### config.mk
export PLATFORM = sky130hd
export DESIGN_NAME = risc32_muldiv_ctrl
export DESIGN_NICKNAME = d
export VERILOG_FILES = /design/src/rtl/risc32_muldiv_ctrl_pkg.sv /design/src/rtl/risc32_muldiv_ctrl_div_iter.sv /design/src/rtl/risc32_muldiv_ctrl.sv
export SDC_FILE = /design/constraint.sdc
export NUM_CORES = 2
export LEC_CHECK = 0
export BUFFER_PORTS_ARGS = -buffer_cell sky130_fd_sc_hd__buf_2
export CORE_AREA = 3 3 357 394
export CTS_BUF_LIST = sky130_fd_sc_hd__clkbuf_16
export DETAILED_ROUTE_END_ITERATION = 10
export DIE_AREA = 0 0 360 397
export GPL_ROUTABILITY_DRIVEN = 0
export PLACE_DENSITY = 0.52
export RECOVER_POWER = 50
export SLEW_MARGIN = 20
export SYNTH_ARGS = -nofsm -noshare
export SYNTH_HDL_FRONTEND = slang
export SYNTH_HIERARCHICAL = 1
export SYNTH_SLANG_ARGS = --single-unit
export TNS_END_PERCENT = 5
### constraint.sdc
create_clock -name clk -period 13.4 [get_ports clk]
set_input_delay 2.01 -clock clk [delete_from_list [all_inputs] [get_ports clk]]
set_output_delay 2.01 -clock clk [all_outputs]
set_load 0.05 [all_outputs]
### src/rtl/risc32_muldiv_ctrl_pkg.sv
// Shared definitions for the HI/LO multiply/divide controller.
// Contents:
//   md_op_e    - operation codes presented by the EX stage on op_i
//   md_state_e - controller FSM states
//   DIV_ITERS  - quotient bits produced by the divider (one per cycle, word width)
//   DIV_CNT_W  - width of the divider iteration counter
//   is_arith   - true for ops that occupy the multiplier or divider
//   magnitude  - two's complement absolute value helper
package risc32_muldiv_ctrl_pkg;

   typedef enum logic [2:0] {
      MD_OP_MULT  = 3'd0,
      MD_OP_MULTU = 3'd1,
      MD_OP_DIV   = 3'd2,
      MD_OP_DIVU  = 3'd3,
      MD_OP_MTHI  = 3'd4,
      MD_OP_MTLO  = 3'd5
   } md_op_e;

   typedef enum logic [1:0] {
      ST_IDLE,
      ST_MUL,
      ST_DIV,
      ST_DONE
   } md_state_e;

   localparam int DIV_ITERS = 32;
   localparam int DIV_CNT_W = $clog2(DIV_ITERS + 1);

   function automatic logic is_arith(input logic [2:0] op);
      return (op == MD_OP_MULT) || (op == MD_OP_MULTU) ||
             (op == MD_OP_DIV)  || (op == MD_OP_DIVU);
   endfunction

   // The most negative word maps to itself, which is the correct unsigned magnitude.
   function automatic logic [31:0] magnitude(input logic [31:0] value, input logic neg);
      return neg ? (32'd0 - value) : value;
   endfunction

endpackage

### src/rtl/risc32_muldiv_ctrl_div_iter.sv
// 32-step restoring divider working on unsigned magnitudes.
// Ports:
//   clk      in   1   clock
//   rst      in   1   synchronous active-high reset
//   load     in   1   capture dividend/divisor and arm DIV_ITERS iterations
//   step     in   1   perform one iteration this cycle
//   dividend in   32  unsigned dividend
//   divisor  in   32  unsigned divisor (never zero when loaded)
//   done     out  1   the iteration happening this cycle is the last one
//   q        out  32  quotient after this cycle's iteration
//   r        out  32  remainder after this cycle's iteration
module risc32_muldiv_ctrl_div_iter
   import risc32_muldiv_ctrl_pkg::*;
(
   input  logic        clk,
   input  logic        rst,
   input  logic        load,
   input  logic        step,
   input  logic [31:0] dividend,
   input  logic [31:0] divisor,
   output logic        done,
   output logic [31:0] q,
   output logic [31:0] r
);

   logic [31:0]          rem;
   logic [31:0]          quo;
   logic [31:0]          dvs;
   logic [DIV_CNT_W-1:0] cnt;
   logic [32:0]          shifted;
   logic [32:0]          diff;
   logic                 fits;

   // One restoring iteration: shift the next dividend bit into the partial
   // remainder and subtract the divisor if it fits. The outputs are the
   // post-iteration values so the controller can capture the final result on
   // the same edge that performs the last iteration.
   always_comb begin
      shifted = {rem, quo[31]};
      diff    = shifted - {1'b0, dvs};
      fits    = ~diff[32];
      q       = {quo[30:0], fits};
      r       = fits ? diff[31:0] : shifted[31:0];
      done    = step && (cnt == DIV_CNT_W'(1));
   end

   // Iteration state; the quotient is built in place of the consumed dividend bits.
   always_ff @(posedge clk) begin
      if (rst) begin
         rem <= '0;
         quo <= '0;
         dvs <= '0;
         cnt <= '0;
      end else if (load) begin
         rem <= '0;
         quo <= dividend;
         dvs <= divisor;
         cnt <= DIV_CNT_W'(DIV_ITERS);
      end else if (step && (cnt != '0)) begin
         rem <= r;
         quo <= q;
         cnt <= cnt - DIV_CNT_W'(1);
      end
   end

endmodule

### src/rtl/risc32_muldiv_ctrl.sv
// HI/LO write sequencer for the EX stage. Runs MULT/MULTU with a fixed latency,
// DIV/DIVU through the iterative divider, forwards MTHI/MTLO, stalls the
// pipeline while busy and produces a single write strobe per operation.
// Ports:
//   clk       in   1   clock
//   rst       in   1   synchronous active-high reset
//   start_i   in   1   EX presents a HI/LO-writing op this cycle
//   op_i      in   3   md_op_e operation code
//   rs_i      in   32  operand A (dividend / multiplicand / MTHI-MTLO source)
//   rt_i      in   32  operand B (divisor / multiplier)
//   annul_i   in   1   flush: cancel the accepted or in-flight op
//   hi_cur_i  in   32  current HI, kept by MTLO
//   lo_cur_i  in   32  current LO, kept by MTHI
//   stall_o   out  1   combinational pipeline hold
//   we_o      out  1   one-cycle HI/LO write strobe
//   hi_o      out  32  HI write data
//   lo_o      out  32  LO write data
module risc32_muldiv_ctrl
   import risc32_muldiv_ctrl_pkg::*;
#(
   parameter int MUL_LAT = 2
)
(
   input  logic        clk,
   input  logic        rst,
   input  logic        start_i,
   input  logic [2:0]  op_i,
   input  logic [31:0] rs_i,
   input  logic [31:0] rt_i,
   input  logic        annul_i,
   input  logic [31:0] hi_cur_i,
   input  logic [31:0] lo_cur_i,
   output logic        stall_o,
   output logic        we_o,
   output logic [31:0] hi_o,
   output logic [31:0] lo_o
);

   localparam int MCW = (MUL_LAT > 1) ? $clog2(MUL_LAT) : 1;
   localparam logic [MCW-1:0] MUL_LAST = MCW'(MUL_LAT - 1);

   md_state_e    state;
   logic         we_q;
   logic [32:0]  mul_a;
   logic [32:0]  mul_b;
   logic [63:0]  product;
   logic [MCW-1:0] mul_cnt;
   logic         q_neg;
   logic         r_neg;
   logic         accept;
   logic         div_signed;
   logic         div_load;
   logic [31:0]  div_dividend;
   logic [31:0]  div_divisor;
   logic         div_done;
   logic [31:0]  div_q;
   logic [31:0]  div_r;

   // Operands are held as 33-bit values (sign or zero extended by op) so one
   // 64-bit product serves both MULT and MULTU.
   assign product = {{31{mul_a[32]}}, mul_a} * {{31{mul_b[32]}}, mul_b};

   // A flush always wins over a stall so the pipeline can drain the annulled op.
   assign accept  = (state == ST_IDLE) && start_i && !annul_i;
   assign stall_o = !annul_i && (((state == ST_IDLE) && start_i && is_arith(op_i)) ||
                                 (state == ST_MUL) || (state == ST_DIV));

   // The strobe is registered, but a flush landing on the write cycle still
   // has to cancel the write, hence the final gate.
   assign we_o = we_q && !annul_i;

   // Divider is armed in cycle 0 with operand magnitudes; signs are fixed up
   // when the result is written back.
   assign div_signed   = (op_i == MD_OP_DIV);
   assign div_dividend = magnitude(rs_i, div_signed && rs_i[31]);
   assign div_divisor  = magnitude(rt_i, div_signed && rt_i[31]);
   assign div_load     = accept && ((op_i == MD_OP_DIV) || (op_i == MD_OP_DIVU)) &&
                         (rt_i != 32'd0);

   risc32_muldiv_ctrl_div_iter u_div (
      .clk      (clk),
      .rst      (rst),
      .load     (div_load),
      .step     (state == ST_DIV),
      .dividend (div_dividend),
      .divisor  (div_divisor),
      .done     (div_done),
      .q        (div_q),
      .r        (div_r)
   );

   // Controller FSM with registered write data. DONE is the write cycle; it
   // ignores start_i so an op held on start_i while stalled runs only once.
   always_ff @(posedge clk) begin
      if (rst) begin
         state   <= ST_IDLE;
         we_q    <= 1'b0;
         hi_o    <= '0;
         lo_o    <= '0;
         mul_a   <= '0;
         mul_b   <= '0;
         mul_cnt <= '0;
         q_neg   <= 1'b0;
         r_neg   <= 1'b0;
      end else begin
         we_q <= 1'b0;
         case (state)
            ST_IDLE: begin
               if (accept) begin
                  case (op_i)
                     MD_OP_MULT: begin
                        mul_a   <= {rs_i[31], rs_i};
                        mul_b   <= {rt_i[31], rt_i};
                        mul_cnt <= '0;
                        state   <= ST_MUL;
                     end
                     MD_OP_MULTU: begin
                        mul_a   <= {1'b0, rs_i};
                        mul_b   <= {1'b0, rt_i};
                        mul_cnt <= '0;
                        state   <= ST_MUL;
                     end
                     MD_OP_DIV, MD_OP_DIVU: begin
                        if (rt_i == 32'd0) begin
                           we_q  <= 1'b1;
                           hi_o  <= rs_i;
                           lo_o  <= 32'hFFFF_FFFF;
                           state <= ST_DONE;
                        end else begin
                           q_neg <= div_signed && (rs_i[31] ^ rt_i[31]);
                           r_neg <= div_signed && rs_i[31];
                           state <= ST_DIV;
                        end
                     end
                     MD_OP_MTHI: begin
                        we_q  <= 1'b1;
                        hi_o  <= rs_i;
                        lo_o  <= lo_cur_i;
                        state <= ST_DONE;
                     end
                     MD_OP_MTLO: begin
                        we_q  <= 1'b1;
                        hi_o  <= hi_cur_i;
                        lo_o  <= rs_i;
                        state <= ST_DONE;
                     end
                     default: state <= ST_IDLE;
                  endcase
               end
            end
            ST_MUL: begin
               if (annul_i) begin
                  state <= ST_IDLE;
               end else if (mul_cnt == MUL_LAST) begin
                  we_q  <= 1'b1;
                  hi_o  <= product[63:32];
                  lo_o  <= product[31:0];
                  state <= ST_DONE;
               end else begin
                  mul_cnt <= mul_cnt + MCW'(1);
               end
            end
            ST_DIV: begin
               if (annul_i) begin
                  state <= ST_IDLE;
               end else if (div_done) begin
                  we_q  <= 1'b1;
                  hi_o  <= magnitude(div_r, r_neg);
                  lo_o  <= magnitude(div_q, q_neg);
                  state <= ST_DONE;
               end
            end
            ST_DONE: state <= ST_IDLE;
            default: state <= ST_IDLE;
         endcase
      end
   end

endmodule
==> summary by stage <==
GRT
The number of antenna violations at the first check in global routing is 10. The via count of the first global-routing pass was 46354. The first-pass GRT wire length is 280000 um. The global-route usage over all layers is 25.4%. Global routing finished with a remaining overflow of 0.

Entering global routing, the biggest net connects 79 pins.

Route
The routed layout has 43428 vias. The overall routed net length is 180000 um. The initial detailed-routing violation count is 2798. After detailed routing, the average wire length per cell comes to 22.2 um.

For this run, the detailed router's first-pass iteration total came to 6. The DRC violation count after routing is 0. The vias per cell is 5.37. In this run the remaining antenna-violating nets after routing total 0.

Power and ir drop
The total leakage power is 27.8 nW. Power spread over the standard cell area amounts to 122 nW/um2. In this run the power spent charging and discharging nets is 4.17 mW.

IR analysis of the VDD net gives a maximum drop of 0.000643 V. Combinational cells account for 76.1% of the total power. The clock network is responsible for 11.2% of the overall power. The internal power is 2.87 mW. In this run switching power makes up 59.2% of total power. The sequential power share is 12.7%.

Synthesis
Counting flops and latches in the post-synthesis netlist gives 238. The gate count after technology mapping is 6377. Ranked by total cell area, the synthesized netlist is headed by fa_1 (41%), dfxtp_1 (8.7%), inv_1 (8.2%). The number of synthesis warnings is 6. For this run, asynchronously set or reset flops after synthesis account for 0%.

The biggest area contributor in the post-synthesis netlist is fa_1. Summed over its instances, the top area cell type makes up 41.3% of the synthesized netlist area. The average instance area after synthesis is 8.55 um2. After synthesis, flip-flops and latches occupy 8.74% of the total area. The post-synthesis cell type count is 98. Synthesis produced a netlist with a net count of 7896.

The summed instance area of the synthesized netlist is 54500 um2. The leading register cell type out of synthesis is dfxtp_1. In this run, synthesis inferred 0 flip-flops with an integrated enable.

Run
The total of max-cap violations is 3.

Clocking
The CTS buffer count is 29. The clock passes through at most 3 buffers. The root buffer cell chosen for the clock tree is clkbuf_16. The clock transition at the register clock pins on the worst setup and hold paths after CTS is 0.07 ns. The later pin in the worst-skew pair is clocked with a latency of 0.60 ns. Buffers inserted to repair hold after CTS numbered 0.

In this run the number of H-tree levels came out at 1. In this run, post-CTS repair resized a total of 0 instances. After clock tree synthesis, the setup repair step added 0 buffers. The CTS tree is built. The clock sink count is 238.

STA
The transition at the pin with the smallest max-transition slack is 3.74 ns. The final critical path time including I/O delays and setup is 9.02 ns. Summed over all failing endpoints, the final setup total negative slack is 0 ns. The count of endpoints failing setup in the final report is 0. The maximum clock rate is 111 MHz.

On the final layout, the worst hold slack is 0.453 ns. On the final layout, the worst clock skew is 0.0204 ns. The final period utilization is 67.3%.

The tightest slew margin relative to the limit is -150%. The count of final max-slew check failures is 160. The worst setup margin is 4.38 ns. Setup repair after global routing left no endpoint under its margin. The number of hold-slack violations in the final timing report is 0.

Status
The checks that failed: max-capacitance violations, max-slew violations. The flow ran to the end, but the final reports show violations.

Worst setup path
The worst setup path is captured at a flip-flop. The buffers plus inverters on the worst setup path is 6. The critical path launch point is mul_a[7]$_SDFFE_PP0P_.

The critical path class is reg -> reg. The delay of the slowest cell on the worst path is 1.00 ns. The kind of start point of the critical path is a flip-flop. The cell that appears most often on the critical path is fa_1.

The startpoint identified for the worst register-to-register timing path is mul_a[7]$_SDFFE_PP0P_. Of all nets on the critical path, the largest fanout is 19. Data arrives at the worst endpoint at 9.51 ns. For the worst setup path, the data required time is 13.89 ns. The slowest cell on the critical path is dfxtp_1. Among cell families on the critical path, the largest total delay comes from adder cells.

Floorplanning
The die height is 397 um. The core region is 137000 um2. The number of placement rows is 142. The die is 360 um wide.

The starting density of the core is 39.9%. The die covers 143000 um2. 201 I/O pins were placed.

Place
The HPWL after detailed placement is 142000 um. Prior to clock tree synthesis, the placed netlist has a worst setup slack of 4.45 ns. The total of buffers placed on input and output ports is 200.

Worst hold path
The worst hold-check path type is reg -> reg. The startpoint of the most critical hold path is mul_a[20]$_SDFFE_PP0P_.

Layout
The final layout contains 7786 nets. The fraction of layout cells with a size suffix above 1 is 5.42%. The final standard cell utilization of the core is 42.1%. Compared with the post-synthesis result, the final layout area differs by 5.49%.
synthesized netlist by cell type (14+ instances only):
library cell and instances:
a31oi_1 49, xor2_1 68, buf_4 32, nor2b_1 48
clkbuf_1 362, ha_1 258, xnor2_1 149, nand3_1 60
nor3_1 50, nor4_1 26, inv_1 1186, and3_1 18
and2_1 539, a211oi_1 26, o31ai_1 25, nor2_1 218
buf_2 16, nand4_1 32, a21o_1 42, o21ai_0 175
or3_1 31, buf_1 14, dfxtp_1 238, a21oi_1 309
nand2b_1 26, fa_1 1126, a221oi_1 73, o211ai_1 16
mux2i_1 52, nand2_1 892
cell type report:
type                       instances  area, um2
fill                           13917      79100
timing repair buffer             289       1580
clock inverter                    22        166
sequential                       238       4780
clock buffer                      29        726
multi-input combinational       4521      43600
antenna                            2       5.00
tap                             1800       2250
inverter                        1188       4460
power groups by stage:
stage          clock network, mW  logic (mW)  registers [mW]
2_1_floorplan                  0        3.58           0.986
3_3_place_gp                   0        5.25           0.904
3_5_place_dp                   0        5.29           0.903
4_1_cts                    0.795        5.31           0.889
5_1_grt                    0.819        5.73           0.902
6_report                   0.788        5.36           0.893
sequential cells by signal, indices dropped and copies added (netlist names):
signal / flops
hi_o: 32
r_neg: 1
mul_cnt: 1
lo_o: 32
u_div/rem: 32
u_div/dvs: 32
state: 2
u_div/cnt: 6
mul_a: 33
we_q: 1
mul_b: 33
q_neg: 1
u_div/quo: 32
worst paths after layout:
kind                            end  slack, ns  cells past startpoint
max            hi_o[4]$_SDFFE_PP0P_       4.38                     25
max reg2reg    hi_o[4]$_SDFFE_PP0P_       4.38                     25
min reg2reg  mul_a[20]$_SDFFE_PP0P_       0.45                      2
min          mul_a[20]$_SDFFE_PP0P_       0.45                      2
per-stage QoR:
| stage | cells | power (mW) | area [um2] |
|---|---|---|---|
| detailed placement | 8036 | 6.19 | 56700 |
| global route | 8088 | 7.45 | 57500 |
| CTS | 8087 | 6.99 | 57600 |
| global placement | 8036 | 6.15 | 56700 |
| finish | 8089 | 7.04 | 57500 |
| floorplan | 6377 | 4.56 | 54500 |
cells in the final DEF, fill, tap and decap left out, types with 69 or more instances in the layout:
cell,count
dfxtp_1,228
a21oi_1,309
clkbuf_1,69
nor2_1,218
xnor2_1,149
and2_1,537
nand2_1,890
buf_4,86
ha_1,255
buf_2,133
inv_1,1191
fa_1,1125
a221oi_1,73
o21ai_0,175
metal layers:
| metal | vias up | global-route usage, % | part of all wire, % |
|---|---|---|---|
| met5 | - | 0 | 0.032 |
| met4 | 8 | 9.15 | 4.2 |
| met3 | 298 | 2.65 | 5.3 |
| met2 | 1236 | 44.8 | 50 |
| met1 | 22510 | 32.4 | 41 |
| li1 | 19376 | - | - |
worst register-to-register path: stages (launching register included):
cell and delay (ns):
dfxtp_1 1.00, buf_4 0.43, nand2_1 0.11, fa_1 0.50, inv_1 0.06, fa_1 0.43, fa_1 0.49, inv_1 0.05
fa_1 0.47, fa_1 0.51, fa_1 0.56, inv_1 0.06, fa_1 0.49, inv_1 0.05, fa_1 0.48, inv_1 0.04
ha_1 0.40, nand3_1 0.10, nor3_1 0.23, o211ai_1 0.21, a311oi_1 0.46, o32a_2 0.28, a41oi_2 0.29, xnor2_1 0.58
a221oi_1 0.21, nor4_1 0.43
cell families (layout without fill, tap and decap cells):
| logic type | Yosys count | after routing | synth area share (%) |
|---|---|---|---|
| AOI/OAI and AO/OA | 864 | 864 | 10.1 |
| xor gates and xnor gates | 217 | 217 | 3.49 |
| adders and majority gates | 1384 | 1384 | 47.3 |
| buffers and inverters | 1618 | 1528 | 11.5 |
| DFF | 238 | 238 | 8.74 |
| muxes | 55 | 55 | 1.02 |
| other | 0 | 2 | 0 |
| and+or+nand+nor | 2001 | 2001 | 18.0 |
Note: power is estimated with default switching activity, not from simulation.
